$ cat config.mk
export PLATFORM = sky130hd
export DESIGN_NAME = stream_demux
export DESIGN_NICKNAME = d
export VERILOG_FILES = /design/src/rtl/stream_demux_pkg.sv /design/src/rtl/stream_demux_oreg.sv /design/src/rtl/stream_demux.sv
export SDC_FILE = /design/constraint.sdc
export NUM_CORES = 1
export LEC_CHECK = 0
export CORE_MARGIN = 2
export CORE_UTILIZATION = 61
export CTS_BUF_LIST = sky130_fd_sc_hd__clkbuf_8 sky130_fd_sc_hd__clkbuf_16
export DETAILED_ROUTE_END_ITERATION = 10
export DONT_BUFFER_PORTS = 1
export PLACE_DENSITY = 0.77
export SYNTH_ARGS = -nofsm -noshare
export SYNTH_HDL_FRONTEND = slang
export SYNTH_SLANG_ARGS = --single-unit
export TNS_END_PERCENT = 20
$ cat constraint.sdc
create_clock -name clk_in -period 2.7 [get_ports clk_in]
set_clock_uncertainty 0.1 [all_clocks]
set_input_delay 0.81 -clock clk_in [delete_from_list [all_inputs] [get_ports clk_in]]
set_output_delay 0.81 -clock clk_in [all_outputs]
set_load 0.005 [all_outputs]
$ cat src/rtl/stream_demux_pkg.sv
// ----------------------------------------------------------------------------
// stream_demux_pkg : shared types and constants for the stream demultiplexer
// Revision 1.0
// ----------------------------------------------------------------------------
`default_nettype none

package stream_demux_pkg;

  typedef enum logic [1:0] {
    IDLE  = 2'd0,
    ROUTE = 2'd1,
    DROP  = 2'd2
  } state_e;

  localparam int          STAT_W   = 16;
  localparam logic [15:0] STAT_MAX = 16'hFFFF;

endpackage

`default_nettype wire

$ cat src/rtl/stream_demux_oreg.sv
// ----------------------------------------------------------------------------
// stream_demux_oreg : one-entry valid/ready output register (data + last)
// Revision 1.0
// ----------------------------------------------------------------------------
`default_nettype none

module stream_demux_oreg #(
  parameter int DATA_W = 8
) (
  input  logic              clk,
  input  logic              rst_n,
  input  logic              i_load,
  input  logic [DATA_W-1:0] i_data,
  input  logic              i_last,
  input  logic              i_ready,
  output logic              o_valid,
  output logic [DATA_W-1:0] o_data,
  output logic              o_last,
  output logic              o_can_load
);

  logic              r_valid;
  logic [DATA_W-1:0] r_data;
  logic              r_last;

  // Loads are only issued while o_can_load is high, so a stalled entry is never overwritten.
  always_ff @(posedge clk or negedge rst_n) begin
    if (!rst_n) begin
      r_valid <= 1'b0;
      r_data  <= '0;
      r_last  <= 1'b0;
    end else if (i_load) begin
      r_valid <= 1'b1;
      r_data  <= i_data;
      r_last  <= i_last;
    end else if (i_ready) begin
      r_valid <= 1'b0;
    end
  end

  assign o_valid    = r_valid;
  assign o_data     = r_data;
  assign o_last     = r_last;
  assign o_can_load = ~r_valid | i_ready;

endmodule

`default_nettype wire

$ cat src/rtl/stream_demux.sv
// ----------------------------------------------------------------------------
// stream_demux : registered 1-to-CH_NUM packet demux with valid/ready on all sides
// Optional per-channel delivery counters: define STREAM_DEMUX_STATS_EN
// Revision 1.0
// ----------------------------------------------------------------------------
`default_nettype none

module stream_demux
  import stream_demux_pkg::*;
#(
  parameter int CH_NUM = 4,
  parameter int DATA_W = 8,
  parameter int SEL_W  = $clog2(CH_NUM)
) (
  input  logic                     clk_in,
  input  logic                     rst_n_in,
  input  logic                     s_valid_in,
  output logic                     s_ready_out,
  input  logic [DATA_W-1:0]        s_data_in,
  input  logic [SEL_W-1:0]         s_sel_in,
  input  logic                     s_last_in,
  output logic [CH_NUM-1:0]        m_valid_out,
  input  logic [CH_NUM-1:0]        m_ready_in,
  output logic [CH_NUM*DATA_W-1:0] m_data_out,
  output logic [CH_NUM-1:0]        m_last_out,
  output logic                     err_out,
  output logic                     busy_out
`ifdef STREAM_DEMUX_STATS_EN
  ,
  input  logic                     stat_clr_in,
  output logic [CH_NUM*STAT_W-1:0] stat_cnt_out
`endif
);

  localparam logic [SEL_W:0] c_ch_num = CH_NUM[SEL_W:0];

  state_e           r_state;
  logic [SEL_W-1:0] r_route;
  logic             r_err;
  logic             r_busy;

  logic              w_sel_legal;
  logic              w_drop_mode;
  logic              w_ch_ready;
  logic              w_accept;
  logic [SEL_W-1:0]  w_tgt;
  logic [CH_NUM-1:0] w_tgt_hot;
  logic [CH_NUM-1:0] w_oreg_ready;
  logic [CH_NUM-1:0] w_load;

  assign w_sel_legal = ({1'b0, s_sel_in} < c_ch_num);
  assign w_tgt       = (r_state == ROUTE) ? r_route : s_sel_in;
  // Dropped beats never touch an output register, so they are always accepted.
  assign w_drop_mode = (r_state == DROP) || ((r_state == IDLE) && !w_sel_legal);
  assign w_ch_ready  = |(w_tgt_hot & w_oreg_ready);
  assign s_ready_out = w_drop_mode | w_ch_ready;
  assign w_accept    = s_valid_in & s_ready_out;

  always_ff @(posedge clk_in or negedge rst_n_in) begin
    if (!rst_n_in) begin
      r_state <= IDLE;
      r_route <= '0;
      r_err   <= 1'b0;
      r_busy  <= 1'b0;
    end else begin
      r_err <= 1'b0;
      if (w_accept) begin
        case (r_state)
          IDLE: begin
            r_route <= s_sel_in;
            if (!w_sel_legal) begin
              r_err <= 1'b1;
              if (!s_last_in) begin
                r_state <= DROP;
                r_busy  <= 1'b1;
              end
            end else if (!s_last_in) begin
              r_state <= ROUTE;
              r_busy  <= 1'b1;
            end
          end
          ROUTE, DROP: begin
            if (s_last_in) begin
              r_state <= IDLE;
              r_busy  <= 1'b0;
            end
          end
          default: begin
            r_state <= IDLE;
            r_busy  <= 1'b0;
          end
        endcase
      end
    end
  end

  assign err_out  = r_err;
  assign busy_out = r_busy;

  for (genvar k = 0; k < CH_NUM; k++) begin : g_ch
    assign w_tgt_hot[k] = (w_tgt == SEL_W'(k));
    assign w_load[k]    = w_accept & ~w_drop_mode & w_tgt_hot[k];

    stream_demux_oreg #(
      .DATA_W (DATA_W)
    ) u_oreg (
      .clk        (clk_in),
      .rst_n      (rst_n_in),
      .i_load     (w_load[k]),
      .i_data     (s_data_in),
      .i_last     (s_last_in),
      .i_ready    (m_ready_in[k]),
      .o_valid    (m_valid_out[k]),
      .o_data     (m_data_out[k*DATA_W +: DATA_W]),
      .o_last     (m_last_out[k]),
      .o_can_load (w_oreg_ready[k])
    );
  end

`ifdef STREAM_DEMUX_STATS_EN
  for (genvar k = 0; k < CH_NUM; k++) begin : g_stat
    logic [STAT_W-1:0] r_cnt;

    always_ff @(posedge clk_in or negedge rst_n_in) begin
      if (!rst_n_in) begin
        r_cnt <= '0;
      end else if (stat_clr_in) begin
        r_cnt <= '0;
      end else if (m_valid_out[k] && m_ready_in[k] && (r_cnt != STAT_MAX)) begin
        r_cnt <= r_cnt + 1'b1;
      end
    end

    assign stat_cnt_out[k*STAT_W +: STAT_W] = r_cnt;
  end
`endif

endmodule

`default_nettype wire

## Word-level counts from Yosys, hierarchy flattened

Index checks and enable logic that the tools add are counted.

| cells by class | value |
|---|---|
| equal/unequal tests | 7 |
| multiplexer cells | 15 |
| bitwise gates (word level) | 17 |
| reduce and logical (&&, ||, !) cells | 10 |

Operator list:

| cell | count |
|---|---|
| 2-to-1 mux 1 bit | 10 |
| nonzero test 2 bit | 4 |
| AND 1 bit | 6 |
| equality test 2 bit (second input constant) | 3 |
| 2-to-1 mux 2 bit | 3 |
| NOT 1 bit | 5 |
| OR 1 bit | 5 |
| AND 4 bit | 1 |
| equality test 2 x 1 -> 1 bit (second input constant) | 2 |
| logical NOT 2 bit | 2 |
| inequality test 2 bit (second input constant) | 2 |
| case mux 2 bit (2 select lines) | 1 |
| OR reduction 4 bit | 1 |
| AND reduction 3 bit | 1 |
| case mux 1 bit (2 select lines) | 1 |
| AND reduction 2 bit | 1 |
| OR reduction 2 bit | 1 |

| storage, ports and cells | value |
|---|---|
| register bits after elaboration | 45 |
| input bits | 18 |
| output and inout port bits | 43 |
| word-level logic and storage cells | 64 |

## Longest topological paths before layout

| depth | value |
|---|---|
| depth after elaboration | 10 |
| depth in mapped cells | 4 |
| mapped depth without buffers | 4 |

## Cells and area by module

A second synthesis with hierarchy kept.

| unflattened totals | value |
|---|---|
| cell total of the unflattened synthesis | 124 |
| area, all modules | 1976.9 um^2 |

Modules (own cells, without submodules):

| module | instances | cells each | area an instance (um^2) | seq. area each (um^2) |
|---|---|---|---|---|
| stream_demux_oreg | 4 | 22 | 409.1 | 250.2 |
| stream_demux | 1 | 36 | 340.3 | 75.1 |

## Least setup slack after synthesis

No wires, ideal clock.

| timing path | value |
|---|---|
| path kind | input port to output port |
| start point | input port m_ready_in[0] |
| end point | output port s_ready_out |
| data arrival time | 1470 ps |
| data required time | 1790 ps |
| setup slack | 320 ps |
| stages | 3 |
| path buffers | 0 |
| path through | or2b_2 -> o21ai_2 -> nand4_1 |

| between the ends | value |
|---|---|
| cells in the longest elaborated chain, start to end | 4 |

RTL lines:

| element | RTL line | RTL |
|---|---|---|
| from (decl) | stream_demux.sv:23 | `input logic [CH_NUM-1:0] m_ready_in,` |
| OR 1 bit | stream_demux_oreg.sv:44 | `assign o_can_load = ~r_valid \| i_ready;` |
| AND 4 bit | stream_demux.sv:55 | `assign w_ch_ready = \|(w_tgt_hot & w_oreg_ready);` |
| OR reduction 4 bit | stream_demux.sv:55 |  |
| OR 1 bit | stream_demux.sv:56 | `assign s_ready_out = w_drop_mode \| w_ch_ready;` |
| to (decl) | stream_demux.sv:18 | `output logic s_ready_out,` |

No other way between the ends.

==> flow_summary_export.csv <==
group,metric,value,unit
place,hpwl,2.41,mm
synthesis,synth.area.top_cells,"dfrtp_1, mux2_2, a41oi_4",
timing,worst_slack,108,ps
detailed_routing,drt_iter0_drc,44,
timing,worst_slew_pin_slew,542,ps
finish,n_antenna_cell,0,
floorplan,start_util,63.8,%
finish,area_delta_synth_final,4.28,%
clocking,cts_buffers,5,
power_and_ir_drop,p_leak,0.830,nW
worst_hold_path,hp-class,"input pin to async pin",
synthesis,ys_warn_count,0,
clocking,path_clk_slew,80,ps
timing,min_period_over_period,96.0,%
detailed_routing,via_per_inst,5.98,
power_and_ir_drop,totalPowerFinal,2.41,mW
clocking,ctsHtreeMaxLevel,2,
finish,multi_input_area,776,um2
setup_path,critPathKind,"flop to output pin",
floorplan,die_h,60.3,um
job,maxCapViolCount,0,
global_routing,grt_max_degree,44,
synthesis,synth-main-ff-cell,"dfrtp_1",
synthesis,synth_commonest_cells,"dfrtp_1, mux2_2, buf_4",
global_routing,gr-total-overflow,0,
detailed_routing,via_count,1010,
timing,setup-violations-final,0,
floorplan,core-area,3030,um2
timing,holdWs,107,ps
setup_path,cpMaxStageDelayCell,"dfrtp_1",
synthesis,netlist-cell-type-count,22,
floorplan,rows,20,
power_and_ir_drop,power_density,1200,nW/um2
synthesis,syn_area_per_cell,15.3,um2
clocking,clk_latency,290,ps
synthesis,syn_nets,144,
finish,register_area,1080,um2
detailed_routing,drt-total-wl,3.38,mm
synthesis,syn_area,1930,um2
synthesis,yosysSeqAreaShare,55.7,%
finish,drive_gt1_share,48.0,%
detailed_routing,drc_errors,0,
clocking,clockBufferDepth,2,
clocking,hold_buffers,0,
synthesis,synth_top_area_share,55.7,%
global_routing,grt_pass1_vias,1052,
setup_path,cp_top_family,"flip-flops",
timing,fin_crit,2590,ps
setup_path,crit_chain,"nor3b_2, o21ai_2, nand4_1",
setup_path,cp-end-kind,"output pin",
global_routing,antenna_found_initial,0,
clocking,cts_root_buf,"clkbuf_8",
global_routing,grt_first_pass_wirelength,5.11,mm
setup_path,path_buf_inv,0,
synthesis,synth_top_cell_by_area,"dfrtp_1",
setup_path,worst_setup_path_start_kind,"flop",
synthesis,synth_seq_cells,43,
synthesis,synth.most_common_cell,"dfrtp_1",
global_routing,grt_usage,20.5,%
setup_path,cp_max_fo,10,
detailed_routing,wl_per_cell,20.0,um
timing,max-slew-margin-rel,63.9,%
finish,nets,142,
place,io_buffers,0,
timing,rsz0062_at_grt,"false",
place,place.gp.congestion,0.844,
finish,fin_util,66.5,%
finish,fill_cells,227,
detailed_routing,dr.pass1.iters,4,
timing,finalSetupTns,0,ps
clocking,post_cts_buffers,0,
setup_path,cpPeakStageDelay,500,ps
clocking,cts_resized,0,
clocking,cts_tree,"built",
floorplan,die_area,3630,um2
setup_path,crit_arrival,1680,ps
power_and_ir_drop,peakVddDrop,0.648,mV
floorplan,io_pins,61,
detailed_routing,ant_nets,0,
timing,final-max-slew-violation-count,0,
synthesis,syn_inst,126,
timing,timing.fmax,386,MHz
status,status,"complete, no violations",
clocking,numClockSinks,43,
floorplan,die_w,60.3,um
synthesis,async_flop_share,100,%
synthesis,synth_edf_count,0,
timing,final-hold-violation-count,0,
place,post-place-ws,210,ps
setup_path,cp.required,1790,ps
[registers in the layout (all words and copies together) (netlist names)]
signal               cells
g_ch.u_oreg.o_last       4
g_ch.u_oreg.o_valid      4
g_ch.u_oreg.o_data      32
busy_out                 1
r_route                  2
[layout make-up]
type	count	area share, %
Tap cell	44	2.73
Clock inverter	2	0.622
Multi-Input combinational cell	71	38.5
Clock buffer	6	4.10
Inverter	3	0.559
Sequential cell	43	53.4
[worst paths after layout]
kind | startpoint | to | slack (ps) | cells after the start
worst max-delay path | busy_out | s_ready_out | 110 | 3
worst min-delay path | rst_n_in | g_ch[1].u_oreg.o_data[2] | 110 | 0
worst max register to register | busy_out | g_ch[0].u_oreg.o_data[3] | 480 | 4
worst min register to register | g_ch[1].u_oreg.o_last | g_ch[1].u_oreg.o_last | 440 | 1
max in group asynchronous | rst_n_in | g_ch[3].u_oreg.o_data[1] | 2310 | 0
min in group clk_in | g_ch[1].u_oreg.o_last | g_ch[1].u_oreg.o_last | 440 | 1
[logic make-up after synthesis]
| group | synth area share (%) |
|---|---|
| compound gates | 11.1 |
| other cells | 0.194 |
| simple gates | 6.22 |
| buf+inv | 4.08 |
| mux | 22.7 |
| flops | 55.7 |
[per-stage QoR]
stage                     instances  area (um2)
final                           169        2010
after global routing            169        2010
after CTS                       169        2010
after detailed placement        161        1920
after global placement          161        1920
after floorplan                 126        1930
[report_power, final]
group / total (mW) / switching, mW / internal, mW / leakage [nW]
clock: 0.415 / 0.210 / 0.206 / 0.0526
combinational: 0.755 / 0.344 / 0.411 / 0.260
sequential: 1.24 / 0.266 / 0.972 / 0.518
total: 2.41 / 0.820 / 1.59 / 0.830
[cell usage in the layout (no fill, tap or decap)]
cell type / Yosys / layout
dfrtp_1: 43 / 43
mux2_2: 38 / 38
clkbuf_8: 0 / 6
inv_1: 3 / 4
o21ai_0: 4 / 4
a41oi_4: 4 / 4
nand2_1: 4 / 4
or2b_2: 3 / 3
and3b_1: 2 / 2
o21ai_4: 2 / 2
nor3b_2: 2 / 2
a41oi_1: 2 / 2
nor3b_1: 1 / 1
and3_2: 1 / 1
and3b_2: 1 / 1
nor3_1: 1 / 1
o21ai_2: 1 / 1
o22ai_4: 1 / 1
nand4_1: 1 / 1
o21ai_1: 1 / 1
mux2i_1: 1 / 1
conb_1: 1 / 1
clkinv_4: 0 / 1
[layer usage]
layer,wire length [um],track usage [%],share of wire [%],vias up
li1,-,-,-,441
met1,1340,24.0,39,513
met2,1690,31.7,50,47
met3,280,8.44,8.3,9
met4,78,11.4,2.3,0
met5,0,0,0,-
Power figures use the tool's default switching activity.
